File: config.mk
export PLATFORM = sky130hd
export DESIGN_NAME = icache_axi_bridge
export DESIGN_NICKNAME = d
export VERILOG_FILES = /design/src/rtl/icache_axi_bridge.sv
export SDC_FILE = /design/constraint.sdc
export NUM_CORES = 1
export LEC_CHECK = 0
export ABC_AREA = 1
export BUFFER_PORTS_ARGS = -buffer_cell sky130_fd_sc_hd__buf_2
export CAP_MARGIN = 30
export CORE_AREA = 2 2 177 179
export DETAILED_ROUTE_END_ITERATION = 8
export DIE_AREA = 0 0 179 181
export PLACE_DENSITY = 0.77
export SYNTH_ARGS = -nofsm -noshare
export SYNTH_HDL_FRONTEND = slang
export SYNTH_SLANG_ARGS = --single-unit
export TNS_END_PERCENT = 10
File: constraint.sdc
create_clock -name clk -period 4.9 [get_ports clk]
set_clock_uncertainty 0.15 [all_clocks]
set_input_delay 0.49 -clock clk [delete_from_list [all_inputs] [get_ports clk]]
set_output_delay 0.49 -clock clk [all_outputs]
set_load 0.01 [all_outputs]
File: src/rtl/icache_axi_bridge.sv
// Memory-side responder for the icache: turns a line-refill or uncached-word request
// into one AXI4 INCR read burst and returns the assembled line or word as a single-cycle pulse.
module icache_axi_bridge #(
  parameter int         LINE_BEATS = 8,
  parameter logic [3:0] AXI_ID     = 4'h0
) (
  input  logic                       clk,
  input  logic                       reset,
  input  logic                       rd_req,
  input  logic [31:0]                rd_addr,
  output logic                       ret_valid,
  output logic [32*LINE_BEATS-1:0]   ret_data,
  input  logic                       ucache_ren,
  input  logic [31:0]                ucache_addr,
  output logic                       ucache_rvalid,
  output logic [31:0]                ucache_rdata,
  output logic [3:0]                 arid,
  output logic [31:0]                araddr,
  output logic [7:0]                 arlen,
  output logic [2:0]                 arsize,
  output logic [1:0]                 arburst,
  output logic                       arvalid,
  input  logic                       arready,
  input  logic [3:0]                 rid,
  input  logic [31:0]                rdata,
  input  logic [1:0]                 rresp,
  input  logic                       rlast,
  input  logic                       rvalid,
  output logic                       rready
);

  // state | meaning
  // IDLE  | waiting for rd_req (priority) or ucache_ren
  // AR    | arvalid high, address held until arready
  // R     | rready high, collecting beats until rlast
  // RET   | one-cycle ret_valid / ucache_rvalid pulse
  localparam logic [1:0] IDLE = 2'd0;
  localparam logic [1:0] AR   = 2'd1;
  localparam logic [1:0] R    = 2'd2;
  localparam logic [1:0] RET  = 2'd3;

  localparam logic [2:0] LAST_BEAT = 3'(LINE_BEATS - 1);

  logic [1:0] state;
  logic       kind_line;
  logic [2:0] beat_cnt;

  // ID and response code carry no information this bridge acts on.
  logic unused_inputs;
  assign unused_inputs = ^{rid, rresp, rd_addr[4:0], ucache_addr[1:0]};

  assign arid    = AXI_ID;
  assign arsize  = 3'b010;
  assign arburst = 2'b01;

  always_ff @(posedge clk or negedge reset) begin
    if (!reset) begin
      state         <= IDLE;
      kind_line     <= 1'b0;
      beat_cnt      <= 3'd0;
      araddr        <= 32'd0;
      arlen         <= 8'd0;
      arvalid       <= 1'b0;
      rready        <= 1'b0;
      ret_valid     <= 1'b0;
      ucache_rvalid <= 1'b0;
      ret_data      <= '0;
      ucache_rdata  <= 32'd0;
    end else begin
      case (state)
        IDLE: begin
          if (rd_req) begin
            araddr    <= {rd_addr[31:5], 5'b0};
            arlen     <= 8'(LINE_BEATS - 1);
            kind_line <= 1'b1;
            arvalid   <= 1'b1;
            state     <= AR;
          end else if (ucache_ren) begin
            araddr    <= {ucache_addr[31:2], 2'b0};
            arlen     <= 8'd0;
            kind_line <= 1'b0;
            arvalid   <= 1'b1;
            state     <= AR;
          end
        end
        AR: begin
          if (arready) begin
            arvalid  <= 1'b0;
            rready   <= 1'b1;
            beat_cnt <= 3'd0;
            // Line is cleared here, not on request, so the previous line stays
            // visible to the icache until the new burst is actually under way.
            if (kind_line) ret_data <= '0;
            state    <= R;
          end
        end
        R: begin
          if (rvalid) begin
            if (kind_line) ret_data[{beat_cnt, 5'b0} +: 32] <= rdata;
            else           ucache_rdata <= rdata;
            if (beat_cnt != LAST_BEAT) beat_cnt <= beat_cnt + 3'd1;
            if (rlast) begin
              rready        <= 1'b0;
              ret_valid     <= kind_line;
              ucache_rvalid <= !kind_line;
              state         <= RET;
            end
          end
        end
        RET: begin
          ret_valid     <= 1'b0;
          ucache_rvalid <= 1'b0;
          state         <= IDLE;
        end
        default: state <= IDLE;
      endcase
    end
  end

endmodule
==> reports/metrics.cfg <==
[synth]
synth_top_family_by_area=simple AND/OR/NAND/NOR gates
ys_seq_area_share_pct=54.6
synth_top_area_share_pct=54.6
synth_xor_xnor_area_share_pct=0
synth_area_mm2=0.0150
synth.area.mux_share_pct=0.0749
synth-adder-area-share_pct=0.999
synthDistinctLibCells=23
yosys.area.top_type=dfrtp_1
synth-simple-area-share_pct=35.1
synth_area_leaders=dfrtp_1, nand2_1, nor2_1
synth-edff-count=0
async_reset_ff_share_pct=100
synth.avg_cell_area_um2=7.77
synth-seq-cells=328
synth_flop_cell=dfrtp_1
yosysMostFrequentCell=nand2_1
synth_cells=1935
synth_compound_area_share_pct=2.71
synth_common_cells=nand2_1, dfrtp_1, nor2_1
ys_warn_count=0

[routing]
vias_per_cell=5.25
ant_nets=0
wl_um=50100
drc=0
first_iter_violations=1179
wire_per_inst_um=18.4
drt_pass1_iterations=6
vias=14252

[clock_network]
cts_tree=yes
htreeDepth=2
cts.clk_slew.worst_paths_ns=0.06
root_buffer=clkbuf_16
cts_buffer_depth=3
clock_latency_ns=0.52
clock-sinks=328
cts_made_buffers=37
cts_resized=0
post_cts_buffers=0

[critical_path]
critical_path.most_common_cell=nand2_1
critPathKind=reg2reg
worst_setup_path_end_kind=flop
startpoint_type=flop
crit_required_ns=5.20
cpPeakStageDelay_ns=0.68
r2r-start=state[0]
critical_path.max_fanout=50
r2r-end=ret_data[106]
critPathSlowestCell=inv_2
cp_cell_sequence=inv_1, ha_2, buf_4, inv_2, nand2_1, nand2_1, nor2_4, nand2_2, inv_2, nand2_1, nand2_1
r2r_slack_ns=1.13
worstRegToRegCells=11
critPathArrivalTime_ns=4.07

[final_layout]
area_delta_synth_final_pct=23.2
final_cell_area_mm2=0.0185
drive_gt1_share_pct=22.6
post-route-util_pct=61.0
n_antenna_cell=0
nNetsFinal=2415

[placement]
hpwlAfterDp_um=34700
port_buffers=420
gp_congestion=0.888
post_dp_cell_area_mm2=0.0173

[global_route]
grt-ovfl-total=0
antenna_found_initial=0
grt_pass1_wl_um=77300
grt_max_degree=127
grt_usage_pct=30.9
first_global_vias=13919

[pwr]
p_per_area_mw_per_mm2=501
power.total_mw=9.28
ir_drop_mv=0.384
cellLeakagePower_nw=10.6

[hold_path]
hold_depth=3
min_from=ucache_addr[13]
min_to=araddr[13]
hold_class=in2reg

[sta]
worstMarginPinSlew_ns=0.977
grt_setup_unrepaired=no
period_needed_ns=3.77
hold_viol_final=0
period_share_pct=76.9
slew_headroom_pct=34.9
worst_hold_slack_ns=0.0728
fin_setup_tns_ns=0
drv_slew=0
setup_violations=0
max_freq_ghz=0.265

[die]
fp.dieW_um=179
die-area_mm2=0.0324
core_area_mm2=0.0303
ios=450
num_rows=64
start_util_pct=49.5
chipHeight_um=181

[run_status]
outcome=finished clean

[flow_run]
max_cap_viol_count=0

-- sequential cells by signal (all words and copies together), names as in the netlist --
signal	flops
arlen	1
rready	1
ret_data	256
ucache_rvalid	1
state	2
ret_valid	1
arvalid	1
araddr	30
ucache_rdata	32
beat_cnt	3
-- what timing repair did --
item                                   4_1_cts  5_1_grt
hold buffers                                 1        0
setup endpoints to repair                    0        0
endpoints found under the hold margin       86        0
-- routing by layer --
layer | GRT usage [%] | routed length [um] | vias to the layer above
li1 | - | - | 6675
met1 | 39.9 | 19300 | 6705
met2 | 50.0 | 23700 | 726
met3 | 6.33 | 4460 | 146
met4 | 14.1 | 2630 | 0
met5 | 0 | 0 | -
-- worst max-delay path: cells and delay by family, from the launching register on --
| kind | cells | cell delay (ns) |
|---|---|---|
| adders and majority gates | 1 | 0.18 |
| DFF | 1 | 0.41 |
| buffers and inverters | 4 | 1.44 |
| and+or+nand+nor | 6 | 1.50 |
-- layout by cell type (no fill, tap or decap), drive strengths merged --
cell,synthesis,routed
nand2,846,846
clkbuf,55,54
dfrtp,328,328
nand3,167,167
a21oi,4,4
buf,88,448
dlygate4sd3,0,1
o21ai,42,42
nand3b,32,32
mux2,1,1
o21a,1,1
conb,2,16
a31oi,27,27
ha,12,12
clkinv,0,8
inv,62,64
nor3,1,1
nor2,267,267
bufinv,0,1
-- stage by stage --
step,cells,setup WS [ns]
final,2716,1.13
after floorplan,1949,2.23
after global routing,2716,0.796
after CTS,2716,1.13
after global placement,2643,0.929
after detailed placement,2650,1.16
-- power by group --
group | leakage (nW) | switching, mW | total [mW] | internal [mW]
logic | 5.62 | 2.40 | 3.28 | 0.887
clock network | 0.597 | 1.12 | 2.73 | 1.60
registers | 4.43 | 0.203 | 3.27 | 3.07
-- how the worst max path moves through the flow --
| stage | startpoint | endpoint | slack (ns) | cells past startpoint |
|---|---|---|---|---|
| 3_3_place_gp | state[0] | ret_data[211] | 0.93 | 11 |
| 3_5_place_dp | state[0] | ret_data[106] | 1.16 | 11 |
| 2_1_floorplan | beat_cnt[0] | ret_data[130] | 2.23 | 14 |
| 5_1_grt | state[0] | ret_data[106] | 0.80 | 11 |
| 4_1_cts | state[0] | ret_data[106] | 1.13 | 11 |
| 6_report | state[0] | ret_data[106] | 1.13 | 11 |
-- cell type report --
type	instances	area, um^2
sequential	328	8210
timing repair buffer	449	2460
clock buffer	54	1090
inverter	62	233
fill	2707	11800
multi-input combinational	1416	5920
tap	396	495
clock inverter	11	110
-- cells by family (layout without fill, tap and decap cells) --
group	Yosys count	in the layout
AND/OR/NAND/NOR	1313	1313
flip-flops	328	328
buffers and inverters	205	576
AO/OA/AOI/OAI	74	74
adder cells (fa/ha/maj)	12	12
other	2	16
multiplexers	1	1
Power figures use the tool's default switching activity.
